$ cat src/rtl/sm_rr_scheduler.sv
// sm_rr_scheduler
// Shares one sequential multiplier between NUM_REQ requesters. One operand pair
// is accepted at a time over a valid/ready handshake. Requesters are granted in
// round-robin order. The accepted pair is launched into the multiplier with a
// one-cycle start pulse. After MUL_LAT cycles the product is captured and
// returned, tagged with the index of the requester that sent it.
//
// Transaction flow: IDLE -> START -> WAIT -> RESP -> IDLE.
// Exactly one transaction is in flight at any time.

module sm_rr_scheduler #(
  parameter int NUM_REQ = 4,   // number of requesters, 2..8
  parameter int W       = 4,   // operand width; the product is 2*W bits
  parameter int MUL_LAT = 10   // cycles from the start pulse to a valid product, >= 1
) (
  input  logic                       i_clk,
  input  logic                       i_rst,          // synchronous, active-low
  input  logic [NUM_REQ-1:0]         i_req_valid,
  input  logic [W*NUM_REQ-1:0]       i_req_mr,
  input  logic [W*NUM_REQ-1:0]       i_req_md,
  output logic [NUM_REQ-1:0]         o_req_ready,
  output logic                       o_resp_valid,
  output logic [$clog2(NUM_REQ)-1:0] o_resp_id,
  output logic [2*W-1:0]             o_resp_product,
  input  logic                       i_resp_ready,
  output logic                       o_mul_start,
  output logic [W-1:0]               o_mul_mr,
  output logic [W-1:0]               o_mul_md,
  input  logic [2*W-1:0]             i_mul_product
);

  localparam int ID_W  = $clog2(NUM_REQ);
  localparam int CNT_W = (MUL_LAT > 1) ? $clog2(MUL_LAT) : 1;

  // The WAIT countdown starts at MUL_LAT-1. The product is therefore sampled
  // at the end of the MUL_LAT-th cycle after the start pulse.
  localparam logic [CNT_W-1:0] CNT_LOAD    = CNT_W'(MUL_LAT - 1);
  // NUM_REQ in the one-bit-wider width used by the wrap-around scan.
  localparam logic [ID_W:0]    NUM_REQ_EXT = (ID_W+1)'(NUM_REQ);

  typedef enum logic [1:0] {
    ST_IDLE,
    ST_START,
    ST_WAIT,
    ST_RESP
  } state_t;

  state_t             r_state;
  state_t             w_state_nxt;

  logic [ID_W-1:0]    r_ptr;           // highest-priority requester for the next grant
  logic [ID_W-1:0]    r_id;            // owner of the in-flight / returned transaction
  logic [W-1:0]       r_mul_mr;
  logic [W-1:0]       r_mul_md;
  logic [CNT_W-1:0]   r_cnt;
  logic [2*W-1:0]     r_resp_product;

  logic               w_grant_found;
  logic [ID_W-1:0]    w_grant_id;
  logic [ID_W:0]      w_scan_idx;
  logic [NUM_REQ-1:0] w_grant_onehot;
  logic [ID_W-1:0]    w_ptr_nxt;
  logic [W-1:0]       w_sel_mr;
  logic [W-1:0]       w_sel_md;
  logic               w_xfer;
  logic               w_cnt_zero;

  // Round-robin search: the first valid requester at or above the pointer, with wrap-around.
  always_comb begin
    // NOTE: every variable written here gets a default first, so no path leaves it unassigned and no latch is inferred.
    w_grant_found = 1'b0;
    w_grant_id    = '0;
    w_scan_idx    = '0;
    for (int k = 0; k < NUM_REQ; k++) begin
      w_scan_idx = {1'b0, r_ptr} + (ID_W+1)'(k);
      if (w_scan_idx >= NUM_REQ_EXT) begin
        w_scan_idx = w_scan_idx - NUM_REQ_EXT;
      end
      if (!w_grant_found && i_req_valid[w_scan_idx[ID_W-1:0]]) begin
        w_grant_found = 1'b1;
        w_grant_id    = w_scan_idx[ID_W-1:0];
      end
    end
  end

  // Operand slice of the granted requester.
  always_comb begin
    w_sel_mr = '0;
    w_sel_md = '0;
    for (int k = 0; k < NUM_REQ; k++) begin
      if (w_grant_id == ID_W'(k)) begin
        w_sel_mr = i_req_mr[W*k +: W];
        w_sel_md = i_req_md[W*k +: W];
      end
    end
  end

  assign w_grant_onehot = NUM_REQ'(w_grant_found) << w_grant_id;

  // A grant is offered only while idle. While any other transaction is open,
  // every requester sees ready low.
  assign o_req_ready = (r_state == ST_IDLE) ? w_grant_onehot : '0;
  assign w_xfer      = |(i_req_valid & o_req_ready);

  // The pointer moves just past the winner, wrapping from NUM_REQ-1 to 0.
  assign w_ptr_nxt   = (w_grant_id == ID_W'(NUM_REQ - 1)) ? '0 : w_grant_id + ID_W'(1);

  assign w_cnt_zero  = (r_cnt == '0);

  // State register; reset from any state drops the in-flight transaction.
  always_ff @(posedge i_clk) begin
    // NOTE: sequential state uses non-blocking assignments, so every register samples pre-edge values.
    if (!i_rst) begin
      r_state <= ST_IDLE;
    end else begin
      r_state <= w_state_nxt;
    end
  end

  // Next-state logic and the state-decoded strobes (start pulse, response valid).
  always_comb begin
    w_state_nxt  = r_state;
    o_mul_start  = 1'b0;
    o_resp_valid = 1'b0;
    case (r_state)
      ST_IDLE: begin
        if (w_xfer) begin
          w_state_nxt = ST_START;
        end
      end
      ST_START: begin
        o_mul_start = 1'b1;
        w_state_nxt = ST_WAIT;
      end
      ST_WAIT: begin
        if (w_cnt_zero) begin
          w_state_nxt = ST_RESP;
        end
      end
      ST_RESP: begin
        o_resp_valid = 1'b1;
        if (i_resp_ready) begin
          w_state_nxt = ST_IDLE;
        end
      end
      default: begin
        w_state_nxt = ST_IDLE;
      end
    endcase
  end

  // Datapath registers: accept capture, latency countdown and product capture.
  always_ff @(posedge i_clk) begin
    if (!i_rst) begin
      r_ptr          <= '0;
      r_id           <= '0;
      r_mul_mr       <= '0;
      r_mul_md       <= '0;
      r_cnt          <= '0;
      r_resp_product <= '0;
    end else begin
      // The operands stay in these registers until the next accept. This holds
      // the multiplier inputs stable for the whole transaction.
      if (w_xfer) begin
        r_ptr    <= w_ptr_nxt;
        r_id     <= w_grant_id;
        r_mul_mr <= w_sel_mr;
        r_mul_md <= w_sel_md;
      end
      case (r_state)
        ST_START: begin
          r_cnt <= CNT_LOAD;
        end
        ST_WAIT: begin
          if (w_cnt_zero) begin
            r_resp_product <= i_mul_product;
          end else begin
            r_cnt <= r_cnt - CNT_W'(1);
          end
        end
        default: begin
        end
      endcase
    end
  end

  assign o_resp_id      = r_id;
  assign o_resp_product = r_resp_product;
  assign o_mul_mr       = r_mul_mr;
  assign o_mul_md       = r_mul_md;

endmodule

$ cat config.mk
export PLATFORM = sky130hd
export DESIGN_NAME = sm_rr_scheduler
export DESIGN_NICKNAME = d
export VERILOG_FILES = /design/src/rtl/sm_rr_scheduler.sv
export SDC_FILE = /design/constraint.sdc
export NUM_CORES = 1
export LEC_CHECK = 0
export CAP_MARGIN = 20
export CORE_UTILIZATION = 27
export DETAILED_ROUTE_END_ITERATION = 10
export MAX_ROUTING_LAYER = met4
export REMOVE_ABC_BUFFERS = 1
export SYNTH_ARGS = -nofsm -noshare
export SYNTH_HDL_FRONTEND = slang
export SYNTH_SLANG_ARGS = --single-unit
$ cat constraint.sdc
create_clock -name i_clk -period 2.49 [get_ports i_clk]
set_clock_uncertainty 0.15 [all_clocks]
set_input_delay 0.498 -clock i_clk [delete_from_list [all_inputs] [get_ports i_clk]]
set_output_delay 0.498 -clock i_clk [all_outputs]
set_load 0.05 [all_outputs]
==> results_dict.tcl <==
set metrics [dict create \
    status "completed" \
    slew_violations 0 \
    use_met3_pct 2.53 \
    synth_top_area_share_pct 32.8 \
    arrival_ns 1.74 \
    crit_family "buffers and inverters" \
    end_kind "primary output" \
    num_rows 27 \
    syn_to_final_growth_pct 66.0 \
    leakage_uw 0.00107 \
    coreArea_um2 5570 \
    synth_seq_area_share_pct 32.8 \
    ir_drop_mv 0.441 \
    critical_path_class "flip-flop to primary output" \
    fin_setup_tns_ns 0 \
    cts_hold_buf 0 \
    grt_max_degree 30 \
    synth.largest_area_cell "dfxtp_1" \
    clk_pin_slew_worst_paths_ns 0.10 \
    syn-mean-instance-area_um2 8.03 \
    synthCells 198 \
    worstHoldPathType "flip-flop to flip-flop" \
    first_iter_violations 66 \
    crit_required_ns 1.84 \
    dr_total_vias 1618 \
    utilization_pct 47.3 \
    finalCritPeriodShare_pct 96.0 \
    yosysUniqueCellTypes 33 \
    nNetsFinal 341 \
    dieWidth_um 78.7 \
    synth_area_leaders "dfxtp_1 (33%), a21oi_1 (9.4%), ha_1 (7.9%)" \
    dr.pass1.iters 4 \
    initial_utilization_pct 28.5 \
    vias_per_cell 4.56 \
    overflow 0 \
    clock-root-buffer "clkbuf_8" \
    layout_common_cells "clkdlybuf4s50_1 (62), a21oi_1 (30), dfxtp_1 (25), buf_4 (23), o21ai_0 (20)" \
    fmax_ghz 0.418 \
    cts_tree "built" \
    cts_made_buffers 3 \
    hold_viol 0 \
    clock_path_buffers 2 \
    place_ws_ns -0.306 \
    met2_usage_pct 24.0 \
    fin_crit_ns 2.39 \
    ant_nets 0 \
    drv_cap 0 \
    antenna_found_initial 0 \
    setup_viol 0 \
    syn-cell-area_um2 1590 \
    slew_headroom_pct 54.1 \
    tightest_slew_ns 0.686 \
    gr-usage-met1_pct 18.1 \
    routedWlPerCell_um 11.7 \
    antennaDiodeCount 0 \
    layout_commonest_cell "clkdlybuf4s50_1" \
    fillerInstances 563 \
    totalWireLength_um 4170 \
    ios 71 \
    max_stage_delay_ns 0.82 \
    grt_setup_unrepaired "false" \
    htreeDepth 1 \
    path_buf_inv 2 \
    numPortBuffers 70 \
    clock_latency_ns 0.27 \
    fp.dieH_um 78.7 \
    track_usage_pct 14.5 \
    fin_ws_ns 0.100 \
    crit_path_start_kind "flip-flop" \
    powerDensity_nw_per_um2 1120 \
    cp_cell_sequence "inv_1 -> ha_1 -> clkdlybuf4s50_1" \
    design.die.area_um2 6200 \
    yosysWarnings 0 \
    path_max_fanout 4 \
    yosys_register_bits 26 \
    route.detailed.drc 0 \
    busiest_layer "met2" \
    dpl.hpwl_um 3080 \
    grt_pass1_vias 1537 \
    clock_sinks 26 \
    place_congestion 0.796 \
    grt_pass1_wl_um 7010 \
    drive_gt1_share_pct 16.3 \
    crit_path_top_delay_cell "clkdlybuf4s50_1" \
]
power by group:
part / total, uW / internal, uW / switching (uW)
registers: 671 / 563 / 107
logic: 1910 / 823 / 1090
clock network: 363 / 215 / 148
cells in the mapped netlist, drive strengths merged:
master	count
a21boi	3
a21oi	31
a22oi	8
and3	3
buf	5
clkbuf	9
dfxtp	26
ha	10
inv	16
mux2i	11
nand2	16
nand2b	6
nand3	3
nand4b	1
nor2	5
nor2b	12
nor3	3
nor4	1
nor4bb	1
o21a	1
o21ai	22
o311a	2
o32ai	1
o41ai	1
or4b	1
kinds of logic after synthesis:
kind of cell	count (synthesis)	synth area share, %
AO/OA/AOI/OAI	69	26.4
AND/OR/NAND/NOR	52	18.0
buffers and inverters	30	8.03
flip-flops	26	32.8
multiplexers	11	6.93
adder cells (fa/ha/maj)	10	7.87
layout make-up:
type                    instances  area, um^2  area share (%)
inverters                      16        60.1            2.28
flip-flops and latches         26         522            19.8
clock inverters                 1        30.0            1.14
repair buffers                 95         923            35.0
clock buffers                   3        41.3            1.57
multi-input cells             142         971            36.8
well taps                      72        90.1            3.42
registers in the layout, indices dropped and copies added, names as in the netlist:
| register | count |
|---|---|
| o_resp_product | 8 |
| o_mul_md | 4 |
| o_mul_mr | 4 |
| r_cnt | 4 |
| o_resp_id | 2 |
| r_ptr | 2 |
| r_state | 2 |
routing by layer:
layer | part of all wire, % | routed length [um] | vias up
li1 | - | - | 857
met1 | 49 | 2050 | 719
met2 | 46 | 1900 | 40
met3 | 4.6 | 191 | 2
met4 | 0.50 | 21 | 0
met5 | 0 | 0 | -
timing repair:
item,CTS,global route
buffers inserted,1,1
resized for setup,9,5
pin swaps,1,1
gates cloned,0,0
setup endpoints to repair,8,4
metrics by stage:
step / cells / hold slack, ns / instance area (um^2) / total power (uW)
2_1_floorplan: 184 / 0.321 / 1520 / 1830
3_3_place_gp: 348 / 0.311 / 2520 / 2530
3_5_place_dp: 348 / 0.309 / 2520 / 2540
4_1_cts: 353 / 0.332 / 2630 / 2940
5_1_grt: 355 / 0.371 / 2640 / 3160
6_report: 355 / 0.326 / 2640 / 2950
path summary, 6_finish.rpt:
| check | depth (start not counted) | endpoint | startpoint | slack (ns) |
|---|---|---|---|---|
| worst max-delay path | 3 | o_mul_start | r_state[1] | 0.10 |
| worst min-delay path | 2 | o_resp_id[0] | o_resp_id[0] | 0.33 |
| worst max register to register | 11 | o_mul_mr[1] | r_ptr[1] | 0.25 |
| worst min register to register | 2 | o_resp_id[0] | o_resp_id[0] | 0.33 |
worst register-to-register path: stages (launching register included):
cell and delay (ns):
dfxtp_2 0.39, nand2b_1 0.16, a21oi_1 0.22, nor3_2 0.09, buf_4 0.15, buf_4 0.13
ha_1 0.22, buf_12 0.15, a21oi_1 0.11, o21ai_0 0.10, a22oi_1 0.15, a21oi_1 0.08
Note: power is estimated with default switching activity, not from simulation.
==> variant (same flow settings) <==
The parameter `MUL_LAT` goes from 10 to 9.
--- a/src/rtl/sm_rr_scheduler.sv
+++ b/src/rtl/sm_rr_scheduler.sv
@@ -11,7 +11,7 @@
 module sm_rr_scheduler #(
   parameter int NUM_REQ = 4,   // number of requesters, 2..8
   parameter int W       = 4,   // operand width; the product is 2*W bits
-  parameter int MUL_LAT = 10   // cycles from the start pulse to a valid product, >= 1
+  parameter int MUL_LAT = 9   // cycles from the start pulse to a valid product, >= 1
 ) (
   input  logic                       i_clk,
   input  logic                       i_rst,          // synchronous, active-low
Behaviour: same outputs for any inputs over 10 cycles, from zero or initial values and one cycle with i_rst low; that may be too few to reach the edited logic, so the function may still have changed.
==> variant against the original RTL <==
First-iteration DRC count shrank 20%; power shrank 0.22%; synthesized area shrank 0.79%; maximum frequency shrank 1.0%; wire length grew 2.5%; cell area shrank 0.52%; worst setup slack lost 25 ps; sequential cell count is the same; non-clock buffer count shrank 3; sequential power shrank 2%; largest power group unchanged.
==> variant: results (changes against the original RTL) <==
1st-iter DRT viols 53 (was 66); DP Cell Count 344 (was 348); Clock Network Area Fraction 2.72% (was 2.70%); dpl cell area 0.00250 mm² (was 0.00252 mm²); final WL 4270 µm (was 4170 µm); Switching Fraction 45.8% (was 45.7%); total track usage 14.9% (was 14.5%); vias in the first global route 1569 (was 1537); crit path capture o_req_ready[0] (was o_mul_start); met2 Use GR 25.1% (was 24.0%); CP startpoint i_req_valid[2] (was r_state[1]); R2R Setup Slk 270 ps (was 250 ps); Worst Path Max Fanout 5 (was 4); endpoint arrival time on the critical path 1770 ps (was 1740 ps); Via density 4.68 (was 4.56); routed wl met3 207 µm (was 191 µm); reg-to-reg endpoint o_mul_md[1] (was o_mul_mr[1]); Synth cell types 30 (was 33); pre-CTS setup slack -303 ps (was -306 ps); count of flip-flops and latches 26 (unchanged); multi-input gates 141 (was 142); top area cells in the synthesized netlist dfxtp_1 (33%), a21oi_1 (9.8%), ha_1 (7.9%), mux2i_1 (7.6%), o21ai_0 (7.3%) (was dfxtp_1 (33%), a21oi_1 (9.4%), ha_1 (7.9%), mux2i_1 (6.9%), o21ai_0 (6.3%)); Pleak 1.06 nW (was 1.07 nW); final setup margin 75.1 ps (was 100 ps); mean post-synth cell area 8.00 µm² (was 8.03 µm²); Hold WS 326 ps (about the same); outcome finished clean (unchanged); sequential share of cell area 19.8% (about the same); met3 Resource Use GR 2.67% (was 2.53%); ratio of cells with drive above 1 in the final layout 14.3% (was 16.3%); delay-heaviest family, CP compound AO/OA/AOI/OAI gates (was buffers and inverters); Flop pwr share 22.3% (was 22.8%); Slew @ Worst Pin 516 ps (was 686 ps); Non-clock buffer share 35.1% (was 35.0%); Crit Path Class input port to primary output (was register to primary output); global-route wire length before repair 7180 µm (was 7010 µm)
## variant: changes by cell type in the layout (fill, tap and decap cells not counted), sizes merged, moves of 2 or more
| cell | unedited run | this run |
|---|---|---|
| dlygate4sd2 | 2 | 4 |
| buf | 29 | 26 |
| clkbuf | 5 | 3 |
| nor2b | 12 | 10 |
## variant: how the worst min path moves through the flow
stage,end
5_1_grt,o_resp_id[0]
4_1_cts,o_resp_id[0]
3_5_place_dp,o_resp_id[0]
3_3_place_gp,o_resp_id[0]
6_report,o_resp_id[0]
2_1_floorplan,r_cnt[0]
## variant: cell families (layout without fill, tap and decap cells)
kind of cell / after synthesis / in the layout / synth area share (%)
buffers and inverters: 30 / 112 / 8.09
muxes: 12 / 12 / 7.62
DFF: 26 / 26 / 33.0
adders and majority gates: 10 / 10 / 7.94
and+or+nand+nor: 49 / 49 / 16.9
AOI/OAI and AO/OA: 70 / 70 / 26.4
